## src/rtl/implication_trail_writer_if.sv

```systemverilog
// Bundles the implication, backtrack and conflict-analysis read signals of the trail writer.
// The slave modport is the writer; the master modport is the BCP/analysis side.
interface implication_trail_writer_if #(
    parameter int unsigned VAR_NUM = 8,
    parameter int unsigned LEVEL_W = 4,
    parameter int unsigned ADDR_W  = $clog2(VAR_NUM)
);
    logic               imp_valid;
    logic               imp_ready;
    logic [ADDR_W-1:0]  imp_var;
    logic               imp_value;
    logic [VAR_NUM-1:0] imp_reason;
    logic [LEVEL_W-1:0] imp_level;
    logic               bt_req;
    logic [LEVEL_W-1:0] bt_level;
    logic               bt_done;
    logic [ADDR_W-1:0]  rd_addr;
    logic [VAR_NUM-1:0] rd_reason;
    logic [LEVEL_W-1:0] rd_level;
    logic               rd_assigned;
    logic [VAR_NUM-1:0] assigned_mask;
    logic [VAR_NUM-1:0] assignment;
    logic [ADDR_W:0]    trail_count;
    logic               dup_err;

    modport slave (
        input  imp_valid, imp_var, imp_value, imp_reason, imp_level, bt_req, bt_level, rd_addr,
        output imp_ready, bt_done, rd_reason, rd_level, rd_assigned, assigned_mask, assignment,
               trail_count, dup_err
    );

    modport master (
        output imp_valid, imp_var, imp_value, imp_reason, imp_level, bt_req, bt_level, rd_addr,
        input  imp_ready, bt_done, rd_reason, rd_level, rd_assigned, assigned_mask, assignment,
               trail_count, dup_err
    );
endinterface

```

## src/rtl/implication_trail_writer.sv

```systemverilog
// Records BCP implications into per-variable reason/level storage and a chronological trail,
// and unwinds the trail one entry per cycle down to a target decision level.
module implication_trail_writer #(
    parameter int unsigned VAR_NUM = 8,
    parameter int unsigned LEVEL_W = 4,
    parameter int unsigned ADDR_W  = $clog2(VAR_NUM)
) (
    input logic                       clk,
    input logic                       rst,
    implication_trail_writer_if.slave bus
);
    typedef enum logic [1:0] {StIdle, StBacktrack, StDone} state_t;

    localparam logic [ADDR_W:0] CountMax = (ADDR_W+1)'(VAR_NUM);
    localparam logic [ADDR_W:0] CountOne = (ADDR_W+1)'(1);

    state_t             r_state;
    logic [ADDR_W-1:0]  r_trail  [VAR_NUM];
    logic [VAR_NUM-1:0] r_reason [VAR_NUM];
    logic [LEVEL_W-1:0] r_level  [VAR_NUM];
    logic [VAR_NUM-1:0] r_assigned;
    logic [VAR_NUM-1:0] r_assignment;
    logic [ADDR_W:0]    r_count;
    logic [LEVEL_W-1:0] r_bt_level;
    logic               r_dup_err;
    logic               r_bt_done;

    logic              w_imp_ready;
    logic              w_accept;
    logic              w_imp_in_range;
    logic              w_imp_new;
    logic              w_rd_in_range;
    logic [ADDR_W:0]   w_top_idx;
    logic [ADDR_W-1:0] w_top_var;
    logic              w_pop;

    assign w_imp_ready    = (r_state == StIdle) && !bus.bt_req && (r_count < CountMax);
    assign w_accept       = bus.imp_valid && w_imp_ready;
    assign w_imp_in_range = {1'b0, bus.imp_var} < CountMax;
    assign w_imp_new      = w_imp_in_range && !r_assigned[bus.imp_var];

    // Top-of-trail lookup wraps harmlessly when empty; w_pop is gated on a non-zero count.
    assign w_top_idx = r_count - CountOne;
    assign w_top_var = r_trail[w_top_idx[ADDR_W-1:0]];
    assign w_pop     = (r_count != '0) && (r_level[w_top_var] > r_bt_level);

    always_ff @(posedge clk) begin
        if (rst) begin
            r_state      <= StIdle;
            r_assigned   <= '0;
            r_assignment <= '0;
            r_count      <= '0;
            r_bt_level   <= '0;
            r_dup_err    <= 1'b0;
            r_bt_done    <= 1'b0;
            for (int unsigned i = 0; i < VAR_NUM; i++) begin
                r_trail[i]  <= '0;
                r_reason[i] <= '0;
                r_level[i]  <= '0;
            end
        end else begin
            r_bt_done <= 1'b0;
            unique case (r_state)
                StIdle: begin
                    if (bus.bt_req) begin
                        r_bt_level <= bus.bt_level;
                        r_state    <= StBacktrack;
                    end else if (w_accept) begin
                        if (w_imp_new) begin
                            r_trail[r_count[ADDR_W-1:0]] <= bus.imp_var;
                            r_reason[bus.imp_var]        <= bus.imp_reason;
                            r_level[bus.imp_var]         <= bus.imp_level;
                            r_assigned[bus.imp_var]      <= 1'b1;
                            r_assignment[bus.imp_var]    <= bus.imp_value;
                            r_count                      <= r_count + CountOne;
                        end else begin
                            r_dup_err <= 1'b1;
                        end
                    end
                end
                StBacktrack: begin
                    if (w_pop) begin
                        r_assigned[w_top_var]   <= 1'b0;
                        r_assignment[w_top_var] <= 1'b0;
                        r_reason[w_top_var]     <= '0;
                        r_level[w_top_var]      <= '0;
                        r_count                 <= w_top_idx;
                    end else begin
                        r_state   <= StDone;
                        r_bt_done <= 1'b1;
                    end
                end
                StDone: begin
                    r_state <= StIdle;
                end
                default: begin
                    r_state <= StIdle;
                end
            endcase
        end
    end

    assign w_rd_in_range = {1'b0, bus.rd_addr} < CountMax;

    assign bus.imp_ready     = w_imp_ready;
    assign bus.bt_done       = r_bt_done;
    assign bus.rd_reason     = w_rd_in_range ? r_reason[bus.rd_addr] : '0;
    assign bus.rd_level      = w_rd_in_range ? r_level[bus.rd_addr] : '0;
    assign bus.rd_assigned   = w_rd_in_range ? r_assigned[bus.rd_addr] : 1'b0;
    assign bus.assigned_mask = r_assigned;
    assign bus.assignment    = r_assignment;
    assign bus.trail_count   = r_count;
    assign bus.dup_err       = r_dup_err;
endmodule
```

## src/flat_wrapper.sv

```systemverilog
// flat-port wrapper written by rule: the top's interface ports become plain ports
module implication_trail_writer_flat 
#(
    parameter int unsigned VAR_NUM = 8,
    parameter int unsigned LEVEL_W = 4,
    parameter int unsigned ADDR_W  = $clog2(VAR_NUM)
)
  (clk, rst, bus_imp_valid, bus_imp_var, bus_imp_value, bus_imp_reason, bus_imp_level, bus_bt_req, bus_bt_level, bus_rd_addr, bus_imp_ready, bus_bt_done, bus_rd_reason, bus_rd_level, bus_rd_assigned, bus_assigned_mask, bus_assignment, bus_trail_count, bus_dup_err);
  implication_trail_writer_if #(.VAR_NUM(VAR_NUM), .LEVEL_W(LEVEL_W), .ADDR_W(ADDR_W)) bus_i ();
  input logic clk;
  input logic rst;
  input wire logic [$bits(bus_i.imp_valid)-1:0] bus_imp_valid;
  input wire logic [$bits(bus_i.imp_var)-1:0] bus_imp_var;
  input wire logic [$bits(bus_i.imp_value)-1:0] bus_imp_value;
  input wire logic [$bits(bus_i.imp_reason)-1:0] bus_imp_reason;
  input wire logic [$bits(bus_i.imp_level)-1:0] bus_imp_level;
  input wire logic [$bits(bus_i.bt_req)-1:0] bus_bt_req;
  input wire logic [$bits(bus_i.bt_level)-1:0] bus_bt_level;
  input wire logic [$bits(bus_i.rd_addr)-1:0] bus_rd_addr;
  output wire logic [$bits(bus_i.imp_ready)-1:0] bus_imp_ready;
  output wire logic [$bits(bus_i.bt_done)-1:0] bus_bt_done;
  output wire logic [$bits(bus_i.rd_reason)-1:0] bus_rd_reason;
  output wire logic [$bits(bus_i.rd_level)-1:0] bus_rd_level;
  output wire logic [$bits(bus_i.rd_assigned)-1:0] bus_rd_assigned;
  output wire logic [$bits(bus_i.assigned_mask)-1:0] bus_assigned_mask;
  output wire logic [$bits(bus_i.assignment)-1:0] bus_assignment;
  output wire logic [$bits(bus_i.trail_count)-1:0] bus_trail_count;
  output wire logic [$bits(bus_i.dup_err)-1:0] bus_dup_err;
  assign bus_i.imp_valid = bus_imp_valid;
  assign bus_i.imp_var = bus_imp_var;
  assign bus_i.imp_value = bus_imp_value;
  assign bus_i.imp_reason = bus_imp_reason;
  assign bus_i.imp_level = bus_imp_level;
  assign bus_i.bt_req = bus_bt_req;
  assign bus_i.bt_level = bus_bt_level;
  assign bus_i.rd_addr = bus_rd_addr;
  assign bus_imp_ready = bus_i.imp_ready;
  assign bus_bt_done = bus_i.bt_done;
  assign bus_rd_reason = bus_i.rd_reason;
  assign bus_rd_level = bus_i.rd_level;
  assign bus_rd_assigned = bus_i.rd_assigned;
  assign bus_assigned_mask = bus_i.assigned_mask;
  assign bus_assignment = bus_i.assignment;
  assign bus_trail_count = bus_i.trail_count;
  assign bus_dup_err = bus_i.dup_err;
  implication_trail_writer #(.VAR_NUM(VAR_NUM), .LEVEL_W(LEVEL_W), .ADDR_W(ADDR_W)) u_core (.clk(clk), .rst(rst), .bus(bus_i));
endmodule
```

## config.mk

```make
export PLATFORM = sky130hd
export DESIGN_NAME = implication_trail_writer_flat
export DESIGN_NICKNAME = d
export VERILOG_FILES = /design/src/rtl/implication_trail_writer_if.sv /design/src/rtl/implication_trail_writer.sv /design/src/flat_wrapper.sv
export SDC_FILE = /design/constraint.sdc
export NUM_CORES = 1
export LEC_CHECK = 0
export CORE_ASPECT_RATIO = 1.4
export CORE_UTILIZATION = 50
export DETAILED_ROUTE_END_ITERATION = 8
export HOLD_SLACK_MARGIN = 0.08
export PLACE_DENSITY = 0.68
export SLEW_MARGIN = 20
export SYNTH_ARGS = -nofsm -noshare
export SYNTH_HDL_FRONTEND = slang
export SYNTH_SLANG_ARGS = --single-unit
```

## constraint.sdc

```tcl
create_clock -name clk -period 9.4 [get_ports clk]
set_input_delay 1.88 -clock clk [delete_from_list [all_inputs] [get_ports clk]]
set_output_delay 1.88 -clock clk [all_outputs]
set_load 0.005 [all_outputs]
```

# Word-level counts from Yosys, hierarchy flattened
# Memory sizes are Yosys's and may differ from the RTL's.
# Cells that the tools add are included.
# totals
wordCells,107
mem_count,3
mem_bits_rw,120
out_inout_bits,36
reg_bits,28
# mem_list
name,words,word_bits,rd,rd_ports_with_merged_regs,wr,line_no,text
u_core.r_reason,8,8,1,0,8,implication_trail_writer.sv:19,logic [VAR_NUM-1:0] r_reason [VAR_NUM];
u_core.r_level,8,4,2,0,8,implication_trail_writer.sv:20,logic [LEVEL_W-1:0] r_level [VAR_NUM];
u_core.r_trail,8,3,1,0,8,implication_trail_writer.sv:18,logic [ADDR_W-1:0] r_trail [VAR_NUM];
# classes
add_sub_neg,2
mux,55
n_bitwise,6
n_eq_ne,7
order_cmp,7
reduce_logical,20
# ops
cell,count
$mux 8,10
$pmux 8 s2,2
$mux 4,6
$mux 1,22
$mux 3,6
$and 8x8->8,2
$reduce_or 8->1,2
$lt 3x4->1 const B,3
$bwmux 8,1
$ne 2x2->1 const B,4
$not 8->8,1
$or 8x8->8,1
$pmux 4 s2,1
$reduce_or 4->1,2
$bmux 1 s3,2
$demux 1 s3,2
$ge 3x1->1 const B,2
$logic_and 1x1->1,6
$reduce_and 5->1,1
$add 4x1->4 const B,1
$gt 4x4->1,1
$lt 4x4->1 const B,1
$mux 2,2
$ne 2x1->1 const B,2
12 further kinds,14

# Depth between registers and ports, before layout
# depth
depth_word,12
ltp_mapped,20

# Least setup slack after synthesis
# OpenSTA, ideal clock, no wires.
# synth_timing
kind,input -> output
start,input port bus_rd_addr[0]
end,output port bus_rd_level[0]
path_stages,4
required_time_ps,7520
setup_slack_ps,4117
path_buffers,2
arrival_ps,3403
path_cell_list,clkbuf_1 buf_2 mux4_2 mux2_2
# synth_between
elab_chain_cells,1
# synth_lines
element,line_no,text
from (decl),flat_wrapper.sv:19,input wire logic [$bits(bus_i.rd_addr)-1:0] bus_rd_addr;
$mem_v2 8x4,--,
to (decl),flat_wrapper.sv:23,output wire logic [$bits(bus_i.rd_level)-1:0] bus_rd_level;
# No other way between the ends.

==> impl_metrics.csv <==
group,metric,value,unit
synth,ys_seq_elements,148,
timing,report.final.slew_viol_count,0,
floorplanning,rows,53,
worst_setup_path,crit_path_cell_trace,"inv_1 -> ha_1 -> mux4_2 -> mux2i_4 -> inv_2 -> nand2_1 -> o22ai_1 -> a22oi_1 -> ha_1 -> and4b_1 -> a211oi_2 -> nor4_2 -> buf_4 -> nor2_1 -> a31oi_4 -> o21ai_2",
timing,final.min_clock_period,5.988,ns
worst_setup_path,cp_num_buf_inv,3,
worst_setup_path,critPathRequiredTime,9.44,ns
worst_setup_path,cpPeakStageDelay,0.83,ns
timing,rsz0062_at_grt,"false",
worst_setup_path,start_kind,"flop",
synth,yosysUniqueCellTypes,57,
flow_run,maxCapViolCount,0,
synth,netlist.area_leader.share,47.38,%
worst_setup_path,path_common_cell,"ha_1",
floorplanning,pin_count,63,
final_layout,diodes,0,
routing,num_vias,5337,
synth,yosysWarnings,0,
final_layout,fillCellCount,1213,
timing,hold_violations,0,
cts,clk_latency,0.42,ns
power,p_sw_share,38.45,%
grt,grt_pass1_wl,29.86,mm
routing,wirelength,19.15,mm
final_layout,area_growth,16.55,%
worst_setup_path,cp_top_family,"compound AO/OA/AOI/OAI gates",
power,p_leak,3.093,nW
worst_setup_path,cp_max_fo,26,
worst_setup_path,crit_arrival,6.03,ns
timing,setup_viol,0,
floorplanning,die_x,106.2,um
routing,drc_errors,0,
cts,h-tree-depth,4,
timing,worst_pin_slew,1.012,ns
min_path,min_to,"u_core.bus.dup_err",
grt,grtUsageTotal,25.75,%
worst_setup_path,critical_path_class,"flop to flop",
routing,drt_first_pass_iters,5,
placement,gp_congestion,0.9135,
min_path,hold-path-cell-count,2,
placement,port_buffers,62,
grt,grt_pass1_vias,5507,
routing,avgRoutedWirePerCell,21.57,um
grt,antenna_found_initial,0,
routing,drtIter0Drc,365,
power,p_sw,0.0009252,W
synth,syn_area,0.007606,mm^2
power,power_frac_seq,33.4,%
worst_setup_path,rr_worst_depth,16,
floorplanning,die_h,147.9,um
synth,yosysSeqAreaShare,54.75,%
timing,tns,0,ns
cts,ctsResizeCount,0,
worst_setup_path,r2r-end,"u_core.r_level[1][1]",
cts,post-cts-setup-buffer-count,0,
cts,cts_hold_buf,0,
synth,synth-async-reset-ratio,0,%
final_layout,layout.cells.non_filler,888,
placement,hpwl,13.04,mm
grt,grt-ovfl-total,0,
synth,netlist_instances,636,
floorplanning,dieArea,0.01572,mm^2
floorplanning,core_area,0.01492,mm^2
worst_setup_path,rrSetupSlack,3.41,ns
outcome,status,"complete, no violations",
min_path,hp-start,"u_core.bus.dup_err",
worst_setup_path,critPathSlowestCell,"o21ai_2",
synth,synth_edf_count,120,
cts,cts_buffer_depth,2,
synth,synthTopCellsByArea,"edfxtp_1 (47%), mux4_2 (8.9%), dfxtp_1 (7.4%), nor2_1 (5.9%), nand2_1 (3.1%)",
timing,timing.slew.headroom,32.54,%
cts,cts_tree,"built",
final_layout,mostFrequentLayoutCells,"nor2_1 (120), edfxtp_1 (120), nand2_1 (62)",
placement,dp_cells,856,
timing,fin_skew,0.009014,ns
synth,synth_area_leader_cell,"edfxtp_1",
timing,fin_crit_sh,63.71,%
power,intPower,0.001481,W
cts,cts-root-buf,"clkbuf_16",
synth,syn_area_per_cell,11.96,um^2
power,clkPwrFrac,27.9,%
synth,synth_fp_nets,669,
power,peakVddDrop,0.1579,mV
timing,max_freq,167.0,MHz
min_path,hold_path_class,"flop to flop",
cts,cts_sinks,148,
floorplanning,start_util,50.98,%
timing,hold_ws,0.4733,ns
routing,ant_nets,0,
grt,grt_max_degree,33,
final_layout,finalNetCount,716,
worst_setup_path,cp-end-kind,"flop",
cts,cts_buffers,17,
synth,synth_ff_type,"edfxtp_1",
power,power_frac_comb,38.7,%
power,powerDensity,271.5,mW/mm^2
routing,viasPerCell,6.010,
cts,clk_pin_slew_worst_paths,0.06,ns
worst_setup_path,rr_startpoint,"u_core.bus.trail_count[0]",
final_layout,drive_gt1_share,18.25,%
-- through the flow --
step	area (um^2)	util (%)	worst slack (ns)	power (W)
CTS	8865	59.41	3.397	0.002409
global route	8865	59.41	3.043	0.002513
finish	8865	59.41	3.412	0.002407
global placement	8278	55.48	3.441	0.001724
detailed placement	8278	55.48	3.434	0.001737
floorplan	7606	-	4.117	0.001543
-- how the worst max path moves through the flow --
| stage | start | end | slack [ns] | cells after the start |
|---|---|---|---|---|
| after floorplan | bus_rd_addr[0] | bus_rd_level[0] | 4.12 | 4 |
| after global placement | bus_imp_var[0] | u_core.r_reason[0][5] | 3.44 | 7 |
| after detailed placement | bus_imp_var[0] | u_core.r_reason[0][5] | 3.43 | 7 |
| after CTS | u_core.bus.trail_count[0] | u_core.r_level[0][1] | 3.40 | 16 |
| after global routing | u_core.bus.trail_count[0] | u_core.r_level[2][1] | 3.04 | 16 |
| final | u_core.bus.trail_count[0] | u_core.r_level[1][1] | 3.41 | 16 |
-- layout make-up --
class / instances / area (um^2) / area share, %
clock buffer: 17 / 425.4 / 4.799
sequential: 148 / 4164 / 46.97
multi-input combinational: 434 / 3156 / 35.60
tap: 192 / 240.2 / 2.710
inverter: 14 / 57.56 / 0.6493
timing repair buffer: 68 / 660.6 / 7.452
clock inverter: 15 / 161.4 / 1.821
-- tightest hold or removal path, cell delays in order, from the launching register on --
cell,delay (ns)
dfxtp_1,0.32
a31oi_1,0.04
nor2_1,0.07
-- layer usage --
metal / global-route usage (%) / wire, um / vias to the layer above
li1: - / - / 2431
met3: 3.219 / 1042 / 61
met2: 45.71 / 10310 / 242
met4: 15.83 / 930 / 0
met5: 0 / 0 / -
met1: 29.25 / 6870 / 2603
-- flip-flops by register name, summed over array words and instances (netlist names) --
signal / count
u_core.bus.assigned_mask: 8
u_core.bus.assignment: 8
u_core.bus.bt_done: 1
u_core.bus.dup_err: 1
u_core.bus.trail_count: 4
u_core.r_bt_level: 4
u_core.r_level: 32
u_core.r_reason: 64
u_core.r_state: 2
u_core.r_trail: 24
-- Yosys cell counts, types with 6 or more instances --
library cell / n
mux2_2: 13
nand3_1: 9
buf_6: 9
clkbuf_1: 15
buf_2: 9
inv_1: 10
nor3_1: 13
nand2_1: 62
buf_4: 7
a21oi_1: 21
and2_1: 24
mux4_2: 30
dfxtp_1: 28
nor2_1: 120
nor4_1: 7
mux2i_1: 23
edfxtp_1: 120
o21ai_0: 24
ha_1: 6
or2_2: 11
-- logic make-up after synthesis --
| group | share of synthesized area [%] |
|---|---|
| DFF | 54.75 |
| xor gates and xnor gates | 0.8226 |
| adders and majority gates | 0.9870 |
| muxes | 14.13 |
| and+or+nand+nor | 17.49 |
| AOI/OAI and AO/OA | 7.715 |
| buffers and inverters | 4.113 |
-- power groups by stage --
stage	sequential (W)	clock [W]	combinational, W
detailed placement	0.000816	0	0.000921
floorplan	0.000796	0	0.000746
global placement	0.000814	0	0.000909
CTS	0.000803	0.000679	0.000927
global route	0.000808	0.000703	0.00100
finish	0.000803	0.000672	0.000931
(Power assumes the default switching activity.)
